File: config.mk
export PLATFORM = sky130hd
export DESIGN_NAME = key_tick_sampler
export DESIGN_NICKNAME = d
export VERILOG_FILES = /design/src/rtl/key_pkg.sv /design/src/rtl/key_debounce_cell.sv /design/src/rtl/key_tick_sampler.sv
export SDC_FILE = /design/constraint.sdc
export NUM_CORES = 1
export LEC_CHECK = 0
export ABC_AREA = 1
export CORE_UTILIZATION = 45
export DETAILED_ROUTE_END_ITERATION = 8
export HOLD_SLACK_MARGIN = 0.12
export PLACE_DENSITY = 0.67
export SLEW_MARGIN = 20
export SYNTH_ARGS = -nofsm -noshare
export SYNTH_HDL_FRONTEND = slang
export SYNTH_HIERARCHICAL = 1
export SYNTH_SLANG_ARGS = --single-unit
export TNS_END_PERCENT = 50
File: constraint.sdc
create_clock -name clock -period 4.82 [get_ports clock]
set_clock_uncertainty 0.2 [all_clocks]
set_input_delay 0.964 -clock clock [delete_from_list [all_inputs] [get_ports clock]]
set_output_delay 0.964 -clock clock [all_outputs]
set_load 0.1 [all_outputs]
File: src/rtl/key_pkg.sv
// Shared types and constants for the keypad tick sampler.
// Optional feature macro: KEY_AUTO_REPEAT_EN (hold-to-repeat).
package key_pkg;

  localparam int unsigned KEY_CNT_W   = 4;
  localparam int unsigned KEY_CNT_MAX = 15;

  typedef logic [KEY_CNT_W-1:0] key_cnt_t;

  typedef enum logic [2:0] {
    IDLE         = 3'd0,
    PRESS_WAIT   = 3'd1,
    HELD         = 3'd2,
    REPEAT       = 3'd3,
    RELEASE_WAIT = 3'd4
  } key_state_t;

  // Increment that sticks at KEY_CNT_MAX instead of wrapping.
  function automatic key_cnt_t cnt_sat_inc(input key_cnt_t c);
    return (c == key_cnt_t'(KEY_CNT_MAX)) ? c : c + key_cnt_t'(1);
  endfunction

endpackage

File: src/rtl/key_debounce_cell.sv
// One key's debounce FSM, advanced only on sample ticks.
// Optional feature macro: KEY_AUTO_REPEAT_EN adds the REPEAT state and rcnt.
module key_debounce_cell
  import key_pkg::*;
#(
  parameter int unsigned DEBOUNCE_TICKS = 2
`ifdef KEY_AUTO_REPEAT_EN
  ,
  parameter int unsigned REPEAT_DELAY   = 3,
  parameter int unsigned REPEAT_RATE    = 1
`endif
) (
  input  logic clock,
  input  logic reset,
  input  logic tick,
  input  logic sample,
  output logic level,
  output logic pulse,
  output logic pulse_c
);

  localparam key_cnt_t DB_THR = key_cnt_t'(DEBOUNCE_TICKS);
`ifdef KEY_AUTO_REPEAT_EN
  localparam key_cnt_t RD_THR = key_cnt_t'(REPEAT_DELAY);
  localparam key_cnt_t RR_THR = key_cnt_t'(REPEAT_RATE);
`endif

  key_state_t state_q, state_d;
  key_cnt_t   cnt_q, cnt_d, cnt_inc;
  logic       level_q, level_d;
  logic       pulse_q, pulse_d;
`ifdef KEY_AUTO_REPEAT_EN
  key_cnt_t   rcnt_q, rcnt_d, rcnt_inc;
`endif

  // Next-state, counters and press/repeat pulse decision for this key.
  always_comb begin
    state_d  = state_q;
    cnt_d    = cnt_q;
    level_d  = level_q;
    pulse_d  = 1'b0;
    cnt_inc  = cnt_sat_inc(cnt_q);
`ifdef KEY_AUTO_REPEAT_EN
    rcnt_d   = rcnt_q;
    rcnt_inc = cnt_sat_inc(rcnt_q);
`endif
    if (tick) begin
      case (state_q)
        IDLE: begin
          if (sample) begin
            if (DB_THR <= key_cnt_t'(1)) begin
              state_d = HELD;
              level_d = 1'b1;
              pulse_d = 1'b1;
              cnt_d   = '0;
`ifdef KEY_AUTO_REPEAT_EN
              rcnt_d  = '0;
`endif
            end else begin
              state_d = PRESS_WAIT;
              cnt_d   = key_cnt_t'(1);
            end
          end
        end
        PRESS_WAIT: begin
          if (!sample) begin
            state_d = IDLE;
            cnt_d   = '0;
          end else if (cnt_inc >= DB_THR) begin
            state_d = HELD;
            level_d = 1'b1;
            pulse_d = 1'b1;
            cnt_d   = '0;
`ifdef KEY_AUTO_REPEAT_EN
            rcnt_d  = '0;
`endif
          end else begin
            cnt_d = cnt_inc;
          end
        end
        HELD: begin
          if (!sample) begin
            // A single-tick debounce releases on the first low sample.
            if (DB_THR <= key_cnt_t'(1)) begin
              state_d = IDLE;
              level_d = 1'b0;
              cnt_d   = '0;
            end else begin
              state_d = RELEASE_WAIT;
              cnt_d   = key_cnt_t'(1);
            end
          end
`ifdef KEY_AUTO_REPEAT_EN
          else if (rcnt_inc >= RD_THR) begin
            state_d = REPEAT;
            pulse_d = 1'b1;
            rcnt_d  = '0;
          end else begin
            rcnt_d = rcnt_inc;
          end
`endif
        end
`ifdef KEY_AUTO_REPEAT_EN
        REPEAT: begin
          if (!sample) begin
            if (DB_THR <= key_cnt_t'(1)) begin
              state_d = IDLE;
              level_d = 1'b0;
              cnt_d   = '0;
            end else begin
              state_d = RELEASE_WAIT;
              cnt_d   = key_cnt_t'(1);
            end
            rcnt_d = '0;
          end else if (rcnt_inc >= RR_THR) begin
            pulse_d = 1'b1;
            rcnt_d  = '0;
          end else begin
            rcnt_d = rcnt_inc;
          end
        end
`endif
        RELEASE_WAIT: begin
          if (sample) begin
            // Bounce during release returns to HELD without a new pulse.
            state_d = HELD;
            cnt_d   = '0;
`ifdef KEY_AUTO_REPEAT_EN
            rcnt_d  = '0;
`endif
          end else if (cnt_inc >= DB_THR) begin
            state_d = IDLE;
            level_d = 1'b0;
            cnt_d   = '0;
          end else begin
            cnt_d = cnt_inc;
          end
        end
        default: begin
          state_d = IDLE;
          level_d = 1'b0;
          cnt_d   = '0;
        end
      endcase
    end
  end

  // State, counter and output registers; reset discards all progress.
  always_ff @(posedge clock or posedge reset) begin
    if (reset) begin
      state_q <= IDLE;
      cnt_q   <= '0;
      level_q <= 1'b0;
      pulse_q <= 1'b0;
`ifdef KEY_AUTO_REPEAT_EN
      rcnt_q  <= '0;
`endif
    end else begin
      state_q <= state_d;
      cnt_q   <= cnt_d;
      level_q <= level_d;
      pulse_q <= pulse_d;
`ifdef KEY_AUTO_REPEAT_EN
      rcnt_q  <= rcnt_d;
`endif
    end
  end

  assign level   = level_q;
  assign pulse   = pulse_q;
  assign pulse_c = pulse_d;

endmodule

File: src/rtl/key_tick_sampler.sv
// Slow-clock tick generator and per-key debouncers for the calculator keypad.
// Optional feature macro: KEY_AUTO_REPEAT_EN enables hold-to-repeat pulses.
module key_tick_sampler
  import key_pkg::*;
#(
  parameter int unsigned N_KEYS         = 4,
  parameter int unsigned DEBOUNCE_TICKS = 2,
  parameter int unsigned REPEAT_DELAY   = 3,
  parameter int unsigned REPEAT_RATE    = 1
) (
  input  logic              clock,
  input  logic              reset,
  input  logic              slow_clk,
  input  logic [N_KEYS-1:0] keys_in,
  output logic              tick,
  output logic [N_KEYS-1:0] key_level,
  output logic [N_KEYS-1:0] key_pulse,
  output logic              any_pulse
);

  localparam bit CFG_OK = (N_KEYS >= 1) && (N_KEYS <= 16) &&
                          (DEBOUNCE_TICKS >= 1) && (DEBOUNCE_TICKS <= KEY_CNT_MAX) &&
                          (REPEAT_DELAY >= 1) && (REPEAT_DELAY <= KEY_CNT_MAX) &&
                          (REPEAT_RATE >= 1) && (REPEAT_RATE <= KEY_CNT_MAX);

  // Out-of-range parameters show up as this named scope in the elaborated hierarchy.
  if (!CFG_OK) begin : g_bad_config
  end

  logic              slow_meta_q, slow_meta_d;
  logic              slow_sync_q, slow_sync_d;
  logic              slow_prev_q, slow_prev_d;
  logic              tick_q, tick_d;
  logic [N_KEYS-1:0] keys_meta_q, keys_meta_d;
  logic [N_KEYS-1:0] keys_sync_q, keys_sync_d;
  logic              any_pulse_q, any_pulse_d;
  logic [N_KEYS-1:0] pulse_c;

  // Synchronizer chains, rising-edge detect on slow_clk, and the pulse OR.
  always_comb begin
    slow_meta_d = slow_clk;
    slow_sync_d = slow_meta_q;
    slow_prev_d = slow_sync_q;
    tick_d      = slow_sync_q & ~slow_prev_q;
    keys_meta_d = keys_in;
    keys_sync_d = keys_meta_q;
    any_pulse_d = |pulse_c;
  end

  // Front-end registers; all synchronizer stages clear on reset.
  always_ff @(posedge clock or posedge reset) begin
    if (reset) begin
      slow_meta_q <= 1'b0;
      slow_sync_q <= 1'b0;
      slow_prev_q <= 1'b0;
      tick_q      <= 1'b0;
      keys_meta_q <= '0;
      keys_sync_q <= '0;
      any_pulse_q <= 1'b0;
    end else begin
      slow_meta_q <= slow_meta_d;
      slow_sync_q <= slow_sync_d;
      slow_prev_q <= slow_prev_d;
      tick_q      <= tick_d;
      keys_meta_q <= keys_meta_d;
      keys_sync_q <= keys_sync_d;
      any_pulse_q <= any_pulse_d;
    end
  end

  for (genvar i = 0; i < int'(N_KEYS); i++) begin : g_key
    key_debounce_cell #(
      .DEBOUNCE_TICKS(DEBOUNCE_TICKS)
`ifdef KEY_AUTO_REPEAT_EN
      ,
      .REPEAT_DELAY  (REPEAT_DELAY),
      .REPEAT_RATE   (REPEAT_RATE)
`endif
    ) u_cell (
      .clock  (clock),
      .reset  (reset),
      .tick   (tick_q),
      .sample (keys_sync_q[i]),
      .level  (key_level[i]),
      .pulse  (key_pulse[i]),
      .pulse_c(pulse_c[i])
    );
  end

  assign tick      = tick_q;
  assign any_pulse = any_pulse_q;

endmodule

==> Yosys cells after proc, flatten, opt, wreduce, memory -nomap -nowiden <==
Cells that the tools add are included.
{ "word_totals": {"register_bits": 49, "inputBits": 7, "output_inout_bits": 10} }
{ "op_classes": {"n_addsub": 4, "order_cmp": 4, "n_eq_ne": 48, "mux": 92, "bitwise": 6, "n_reduce_logical": 21} }
{ "op_table": {"columns": ["operator", "n"], "rows": [
  ["4-bit two-way mux", 24],
  ["3-bit two-way mux", 24],
  ["4-bit one-hot mux with 4 select lines", 4],
  ["3-bit one-hot mux with 4 select lines", 4],
  ["1-bit two-way mux", 32],
  ["2-bit inequality test (second input constant)", 16],
  ["3-bit by 2-bit inequality test with 1-bit output (second input constant)", 8],
  ["6-bit AND reduction", 4],
  ["5-bit AND reduction", 4],
  ["4-bit by 1-bit adder with 4-bit output (second input constant)", 4],
  ["4-bit equality test (second input constant)", 4],
  ["4-bit by 2-bit >= comparator with 1-bit output (second input constant)", 4],
  ["2-bit by 1-bit inequality test with 1-bit output (second input constant)", 8],
  ["3-bit by 1-bit equality test with 1-bit output (second input constant)", 4],
  ["3-bit by 2-bit equality test with 1-bit output (second input constant)", 4],
  ["3-bit equality test (second input constant)", 4],
  ["3-bit logical NOT", 4],
  ["1-bit one-hot mux with 3 select lines", 4],
  ["3-bit AND reduction", 4],
  ["2-bit OR reduction", 4],
  ["1-bit inverter", 5],
  ["4-bit OR reduction", 1],
  ["1-bit AND", 1]
]} }

==> Longest topological paths before layout <==
{ "logic_depth": {"ltp_word": 8, "depth_mapped": 9, "depth_no_buf": 9} }

==> Modules after synthesis <==
The synthesis kept the hierarchy.
{ "modules_own_cells": {"columns": ["module", "instances", "cells_each", "area_each_um2", "seq_area_each_um2"], "rows": [
  ["key_debounce_cell (g_key[1].u_cell ...)", 3, 71, 534.3, 225.2],
  ["key_debounce_cell (g_key[0].u_cell)", 1, 82, 580.6, 225.2],
  ["key_tick_sampler", 1, 19, 347.8, 325.3]
]} }

==> Worst setup path after synthesis <==
Ideal clock, no wire load.
{ "synth_path": {"path_kind": "reg-to-output", "startpoint": "register tick_q (netlist: tick)", "endpoint": "output port tick", "t_arrival_ns": 1.178, "t_required_ns": 3.656, "path_slack_ns": 2.478, "stages_incl_launch_ff": 1, "n_path_buf": 0, "path_cell_list": "dfrtp_1"} }
{ "synth_lines": {"columns": ["item", "line_no", "rtl"], "rows": [
  ["start: declaration", "key_tick_sampler.sv:33", "logic tick_q, tick_d;"],
  ["start signal: assignment", "key_tick_sampler.sv:64", "tick_q <= tick_d;"],
  ["end: declaration", "key_tick_sampler.sv:15", "output logic tick,"]
]} }
No word-level cell between the ends.

==> Worst setup path after layout <==
{ "layout_path": {"startpoint": "register tick_q (netlist: tick)", "endpoint": "output port tick"} }
No word-level cell between the ends.

==> results.tsv <==
stage	metric	value	unit
synth	ys_warn_count	6	
placement	dpl_cell_area	2780	um^2
layout	layout_commonest_cell	nand2_1	
route	ant_nets	0	
synth	async_flop_share	100	%
sta	fin_crit	3430	ps
route	dr.pass1.iters	5	
floorplanning	die-height	77	um
global_routing	grt_usage	17.6	%
power	p_leak	1.50	nW
placement	place_ws	1710	ps
placement	gp_congestion	0.797	
synth	ys_seq_elements	49	
setup_path	critical_path_arrival	2270	ps
synth	synth-seq-area-share	48.4	%
power	powerDensity	548	nW/um^2
synth	synth_ff_type	dfrtp_1	
sta	slew_headroom	34.6	%
global_routing	antenna_found_initial	0	
worst_hold_path	hp-class	reg -> reg	
floorplanning	ios	17	
global_routing	busiest_layer	met2	
global_routing	grt_max_degree	15	
route	drt_iter0_markers	130	
clock_tree	clk_latency	290	ps
clock_tree	clk_pin_slew	90	ps
setup_path	slowest_delay	1240	ps
global_routing	overflow	0	
sta	slew_violations	0	
sta	fmax	291	MHz
global_routing	met1_usage	22.9	%
clock_tree	ctsRootBufferMaster	clkbuf_8	
route	drt-vias-per-instance	4.76	
placement	dpl.hpwl	3330	um
layout	most-common-layout-cells	nand2_1 (83), inv_1 (51), dfrtp_1 (49), nor2_1 (41), nand3_1 (31)	
layout	areaGrowthSynthToFinish	14.4	%
floorplanning	rows	26	
power	total_power	0.00159	W
status	outcome	finished, final reports clean	
synth	syn_inst	314	
placement	port_buffers	16	
route	routed_wl	4450	um
global_routing	grt_pass1_vias	1879	
floorplanning	core_area	5270	um^2
setup_path	path_cells	clkdlybuf4s50_1	
sta	tightestPinTransition	978	ps
layout	diodes	0	
clock_tree	cts_resized	0	
power	ir_drop	0.000253	V
setup_path	crit_type	reg -> out	
setup_path	path_delay_family	buffers and inverters	
setup_path	endpoint_kind	output port	
setup_path	crit_fanout	13	
sta	whs	155	ps
synth	synth_edf_count	0	
layout	design_area	2900	um^2
clock_tree	hold_buffers	0	
global_routing	use_met2	28.9	%
global_routing	met3_usage	3.33	%
clock_tree	cts_tree	done	
route	vias	1944	
floorplanning	dieWidth	77	um
run	max_cap_violations	0	
setup_path	crit_required	3660	ps
global_routing	grt_pass1_wl	8290	um
sta	finalSetupViolations	0	
synth	syn_avg_cell_area	8.06	um^2
sta	min_period_over_period	71.2	%
sta	rsz0062_at_grt	false	
setup_path	startpoint_type	flop	
layout	drive_gt1_share	12.7	%
synth	syn_area	2530	um^2
clock_tree	cts_setup_buffers	0	
floorplanning	dieArea	5930	um^2
synth	synth_nets	326	
layout	nets	349	
clock_tree	cts.htree.levels	2	
route	drc	0	
clock_tree	cts_buffer_depth	2	
clock_tree	clkSinkCount	49	
setup_path	timing.critical_path.buf_inv	1	
sta	setup-tns-final	0	ps
synth	synth_cell_types	19	
sta	worst_slack	1390	ps
layout	fill_cells	522	
route	wl_per_cell	10.9	um
clock_tree	cts_buffers	5	
sta	final-hold-violation-count	0	
floorplanning	start_util	48.0	%
setup_path	slowest_stage	clkdlybuf4s50_1	
cells in the mapped netlist, types with 2 or more instances:
master	instances	area share, %
inv_1	51	7.6
nand2_1	83	12
inv_4	2	0.49
nand3_1	31	6.1
nand2_4	9	4.0
nand3b_1	6	1.8
nor2_1	41	6.1
a21oi_1	8	1.6
ha_1	5	2.5
dfrtp_1	49	48
nand3_2	8	3.2
nand4_1	2	0.49
a21oi_2	3	1.0
nand2_2	11	2.7
where the power goes:
part	switching [W]	total, W	internal (W)
registers	0.000110	0.000606	0.000496
clock network	0.000131	0.000300	0.000169
logic	0.000462	0.000680	0.000218
state kept, by name (all words and copies together), names as in the netlist:
signal	flops
tick	1
g_key.u_cell/state_q	12
any_pulse	1
slow_meta_q	1
keys_meta_q	4
g_key.u_cell/pulse	4
g_key.u_cell/level	4
keys_sync_q	4
slow_prev_q	1
g_key.u_cell/cnt_q	16
slow_prev_d	1
per-layer routing:
layer / wire length [um] / vias to the layer above
li1: - / 1008
met3: 113 / 5
met1: 2190 / 911
met5: 0 / -
met4: 65 / 0
met2: 2070 / 20
through the flow:
stage,std cells,util [%]
CTS,408,54.9
detailed placement,400,52.7
global placement,400,52.7
global route,408,54.9
finish,408,54.9
floorplan,314,-
worst paths after layout:
check                           slack (ps)                    endpoint                      from  depth (start not counted)
worst max-delay path                  1390                        tick                      tick                          1
worst min-delay path                   160                 slow_prev_d               slow_meta_q                          0
worst max register to register        2980                   any_pulse  g_key[2].u_cell/cnt_q[0]                          9
worst min register to register         160                 slow_prev_d               slow_meta_q                          0
max in group asynchronous             3140              keys_meta_q[1]                     reset                          2
min in group asynchronous              880  g_key[2].u_cell/state_q[1]                     reset                          2
cell families after synthesis:
group / share of synthesized area, %
adder cells (fa/ha/maj): 2.47
buffers and inverters: 8.21
AND/OR/NAND/NOR: 38.3
AO/OA/AOI/OAI: 2.62
flip-flops: 48.4
area by class of cell:
type | count | area [um^2] | share of cell area [%]
Clock buffer | 7 | 86.3 | 2.98
Clock inverter | 1 | 30.0 | 1.04
Inverter | 54 | 208 | 7.17
Multi-Input combinational cell | 211 | 1100 | 37.9
Sequential cell | 49 | 1230 | 42.4
Tap cell | 70 | 87.6 | 3.03
Timing Repair Buffer | 16 | 160 | 5.53
Power figures use the tool's default switching activity.
==> patch 1, RTL diff (same flow settings) <==
`keys_sync_q` no longer has a reset.
--- a/src/rtl/key_tick_sampler.sv
+++ b/src/rtl/key_tick_sampler.sv
@@ -57,3 +57,2 @@
       keys_meta_q <= '0;
-      keys_sync_q <= '0;
       any_pulse_q <= 1'b0;
@@ -65,5 +64,8 @@
       keys_meta_q <= keys_meta_d;
-      keys_sync_q <= keys_sync_d;
       any_pulse_q <= any_pulse_d;
     end
+  end
+
+  always_ff @(posedge clock) begin
+    keys_sync_q <= keys_sync_d;
   end
Function: no difference found for any inputs over 10 cycles, from zero or initial values and one cycle with reset high; that may be too few to reach the edited logic, so the function may still have changed.
==> patch 1 against the unedited design <==
  * Power shrank 5.2%
  * Maximum frequency up 0.20%
  * Setup slack better by 0.0067 ns
  * Count of clock-buffer cells in the layout is 1 higher
  * Clock power decreased by 25%
  * Wire length is 6.8% lower
  * Die area shrank 0.78%
  * Synthesized area fell by 0.79%
  * Sequential power down 0.8%
  * Design area is 1.9% lower
  * Cell count stayed put
  * Sequential cell count is the same
  * Combinational power barely moved
==> patch 1: results (changes against the unedited design) <==
clockNetworkAreaShare_pct: 2.82  # -1.2 points
ys_async_sr_fraction_pct: 91.8  # -8.2 points
vias: 1870  # -3.8%
reg2reg_slack_ns: 3.00  # +0.02 ns
cts_buffer_depth: 2  # unchanged
sh_seq_area_pct: 42.5  # +0.13 points
routabilityCongestion: 0.765  # -4.0%
netlist_top_cells_area: "dfrtp_1 45%, nand2_1 12%, inv_1 7.6%"
avgSynthCellArea_um2: 8.00  # -0.79%
hpwl_mm: 3.23  # -2.8%
post_dp_cell_area_mm2: 0.00276  # -0.72%
h-tree-depth: 2  # unchanged
yosysSeqAreaShare_pct: 48.0  # -0.41 points
first_global_vias: 1747  # -7.0%
worst_slew_pin_slew_ns: 0.974  # -0.00370 ns
synth_common_cells: "83 x nand2_1, 51 x inv_1, 45 x dfrtp_1"
buf_share_pct: 5.64  # +0.11 points
worstSetupEndpoint: "tick"
crit_family: "buffers and inverters"
irDropWorstVdd_mv: 0.237  # -6.4%
routed_via_density: 4.58  # -3.8%
seq_cell_count: 49  # unchanged
clock_buffers: 8  # +1
ys_dominant_reg_cell: "dfrtp_1"
synth_compound_area_share_pct: 2.64  # +0.021 points
port_buffers: 16  # unchanged
critPathMaxStageDelay_ns: 1.25
leakagePower_nw: 1.47  # -2.1%
cp_slowest_cell: "clkdlybuf4s50_1"
num-fill-cells: 504  # -3.4%
synthDistinctLibCells: 20  # +1
dr.pass1.iters: 4  # -1
largestRegisters: "g_key.u_cell/cnt_q: 16 flops, g_key.u_cell/state_q: 12 flops"
fin_area_mm2: 0.00284  # -1.9%
post_drt_wl_per_cell_um: 10.2  # -6.8%
fin_nets: 349  # unchanged
status: "finished clean"
drive_gt1_share_pct: 12.1  # -0.59 points
n_antenna_cell: 0  # unchanged
r2r_start: "g_key[3].u_cell/cnt_q[0]$_DFFE_PP0P_"
cts.clk_slew.worst_paths_ns: 0.08
drtIter0Drc: 86  # -34%
grt_max_degree: 14  # -1
signal_buffers: 16  # unchanged
cp.buffers_inverters: 1  # unchanged
grt_pass1_wl_mm: 7.42  # -10%
synth_adder_area_share_pct: 2.49  # +0.020 points
muxShareOfSynthArea_pct: 0  # unchanged
min_path_cells: 0  # unchanged
min_to: "keys_sync_q[2]$_DFF_P_"
grtUsageTotal_pct: 16.0  # -1.6 points
multi_input_area_share_pct: 38.7  # +0.75 points
inverters_excl_clock: 54  # unchanged
worst_hold_startpoint: "keys_meta_q[2]$_DFF_PP0_"
==> patch 1: power by group <==
group / switching, mW / total (mW) / internal, mW
combinational: 0.459 / 0.678 / 0.218
clock: 0.121 / 0.224 / 0.103
sequential: 0.106 / 0.601 / 0.495
==> patch 1: metrics by stage <==
| stage | hold WS [ns] | utilization, % | setup WS (ns) |
|---|---|---|---|
| 6_report | 0.144 | 54.2 | 1.39 |
| 5_1_grt | 0.157 | 54.2 | 1.29 |
| 4_1_cts | 0.147 | 54.2 | 1.37 |
| 3_5_place_dp | 0.127 | 52.7 | 1.69 |
| 3_3_place_gp | 0.127 | 52.7 | 1.74 |
| 2_1_floorplan | 0.124 | - | 2.48 |
==> patch 1: per-layer routing <==
layer | vias to the layer above | global-route usage [%] | wire length [um]
li1 | 1012 | - | -
met1 | 837 | 20.3 | 2000
met2 | 17 | 26.4 | 2000
met3 | 4 | 3.69 | 103
met4 | 0 | 5.77 | 44
met5 | - | 0 | 0
==> patch 2, RTL diff (same settings) <==
Without the edit above. Set the parameter `N_KEYS` to 5 (it was 4).
--- a/src/rtl/key_tick_sampler.sv
+++ b/src/rtl/key_tick_sampler.sv
@@ -5,3 +5,3 @@
 #(
-  parameter int unsigned N_KEYS         = 4,
+  parameter int unsigned N_KEYS         = 5,
   parameter int unsigned DEBOUNCE_TICKS = 2,
Ports: changed (resized key_level, key_pulse and keys_in); port bits go from 17 to 20. The function was not compared with the original's and may differ.
==> patch 2 against the unedited design <==
  * Design area rose by 28%
  * Setup slack improved by 0.45 ns
  * Sequential cell count rose by 11
  * Via count rose by 28%
  * Clock power rose by 78%
  * Count of clock-buffer cells in the layout rose by 4
  * Wire length rose by 27%
  * Power rose by 35%
  * Sequential share of layout area fell by 1.9 points
  * Synthesized area rose by 25%
  * Register-to-register slack got worse by 0.04 ns
  * Critical endpoint is now key_level[2]
  * Largest cell class unchanged
==> patch 2: results (changes against the unedited design) <==
n_antenna_cell: 0  # unchanged
grt_pass1_wl_mm: 9.43  # +14%
dr.pass1.iters: 4  # -1
grt_antenna_before_repair: 0  # unchanged
ys_async_sr_fraction_pct: 100  # unchanged
yosysSeqAreaShare_pct: 47.4  # -1.0 points
port_buffers: 19  # +3
fin_nets: 445  # +28%
numCtsBuffers: 9  # +4
cap_violations: 0  # unchanged
p_int_mw: 1.23  # +39%
grt_max_degree: 16  # +1
largestRegisters: "g_key.u_cell/cnt_q: 20 flops, g_key.u_cell/state_q: 15 flops"
synth_common_cells: "110 x nand2_1, 65 x inv_1, 60 x dfrtp_1"
drive_gt1_share_pct: 13.8  # +1.1 points
cts_setup_buffers: 0  # unchanged
leakagePower_nw: 1.94  # +29%
path_max_fanout: 2  # -11
hold_path.class: "reg2reg"
crit_family: "buffers and inverters"
routed_via_density: 4.70  # -1.3%
wirelength_mm: 5.65  # +27%
cts_buffer_depth: 2  # unchanged
drtIter0Drc: 145  # +12%
h-tree-depth: 3  # +1
synthDistinctLibCells: 19  # unchanged
cp_slowest_cell: "clkdlybuf4s50_1"
arrival_ns: 1.82  # -0.45 ns
ys_warn_count: 6  # unchanged
critPathMaxStageDelay_ns: 1.14  # -0.10 ns
routabilityCongestion: 0.846  # +6.2%
ys_dominant_reg_cell: "dfrtp_1"
ctsResizeCount: 0  # unchanged
worst_slew_pin_slew_ns: 0.974  # -0.00338 ns
first_global_vias: 2198  # +17%
grtUsageTotal_pct: 16.8  # -0.76 points
hpwl_mm: 4.24  # +27%
netlist_top_cells_area: "dfrtp_1 47%, nand2_1 13%, inv_1 7.7%"
irDropWorstVdd_mv: 0.239  # -5.6%
insertion_delay_ns: 0.34  # +0.05 ns
cts.clk_slew.worst_paths_ns: 0.06  # -0.03 ns
status: "finished clean"
cts_root_buf: "clkbuf_8"
synth_nets: 414  # +27%
pre_cts_slack_ns: 2.20  # +0.487 ns
-- patch 2: cell types whose count changed in the layout (fill, tap and decap cells not counted), sizes merged, moves of 3 or more --
cell           change
nand2             +29
clkbuf             +4
dfrtp             +11
nor2               +9
inv               +17
clkdlybuf4s50      +3
nand3             +11
-- patch 2: layout make-up --
class | instances | area [um^2]
clock buffer | 11 | 131
clock inverter | 5 | 100
fill | 624 | 3080
inverter | 71 | 277
multi-input combinational | 268 | 1390
sequential | 60 | 1500
tap | 96 | 120
timing repair buffer | 20 | 198
-- patch 2: worst register-to-register path, stage by stage (launching register included) --
cell and delay, ns:
dfrtp_1 0.41, ha_1 0.30, nor2_1 0.11, nand2_2 0.08, a21oi_2 0.20, inv_1 0.06
nand2_1 0.09, inv_1 0.07, nor2_1 0.16, nand3_1 0.08
-- patch 2: worst paths after layout --
check,from,to,slack (ns),depth (start not counted)
max,g_key[2].u_cell/level$_DFFE_PP0P_,key_level[2],1.84,1
min,keys_meta_q[1]$_DFF_PP0_,keys_sync_q[1]$_DFF_PP0_,0.15,0
max reg2reg,g_key[3].u_cell/cnt_q[0]$_DFFE_PP0P_,any_pulse$_DFF_PP0_,2.94,9
min reg2reg,keys_meta_q[1]$_DFF_PP0_,keys_sync_q[1]$_DFF_PP0_,0.15,0
max in group asynchronous,reset,any_pulse$_DFF_PP0_,3.08,2
min in group asynchronous,reset,g_key[0].u_cell/cnt_q[2]$_DFFE_PP0P_,0.88,2
-- patch 2: power groups by stage --
stage	combinational (mW)	sequential [mW]	clock, mW
finish	0.861	0.747	0.535
global route	0.955	0.766	0.572
CTS	0.869	0.746	0.548
detailed placement	0.864	0.754	0
global placement	0.851	0.752	0
floorplan	0.549	0.889	0
-- patch 2: kinds of logic (layout without fill, tap and decap cells) --
logic type	count (synthesis)	in the layout	synth area share, %
AO/OA/AOI/OAI	13	13	2.41
adder cells (fa/ha/maj)	7	7	2.77
buffers and inverters	71	107	8.73
flip-flops	60	60	47.4
AND/OR/NAND/NOR	248	248	38.7
-- patch 2: through the flow --
stage                     utilization [%]  cells  hold WS [ns]  area (um^2)
after floorplan                         -    399         0.131         3170
after global placement               51.3    515         0.132         3480
after detailed placement             51.3    515         0.135         3480
after CTS                            54.7    531         0.150         3720
after global routing                 54.7    531         0.157         3720
final                                54.7    531         0.147         3720
-- patch 2: per-layer routing --
layer	vias to the layer above	part of all wire, %	GRT usage, %
li1	1296	-	-
met1	1146	48	21.3
met2	40	46	26.2
met3	14	3.1	3.56
met4	0	3.1	10.9
met5	-	0	0
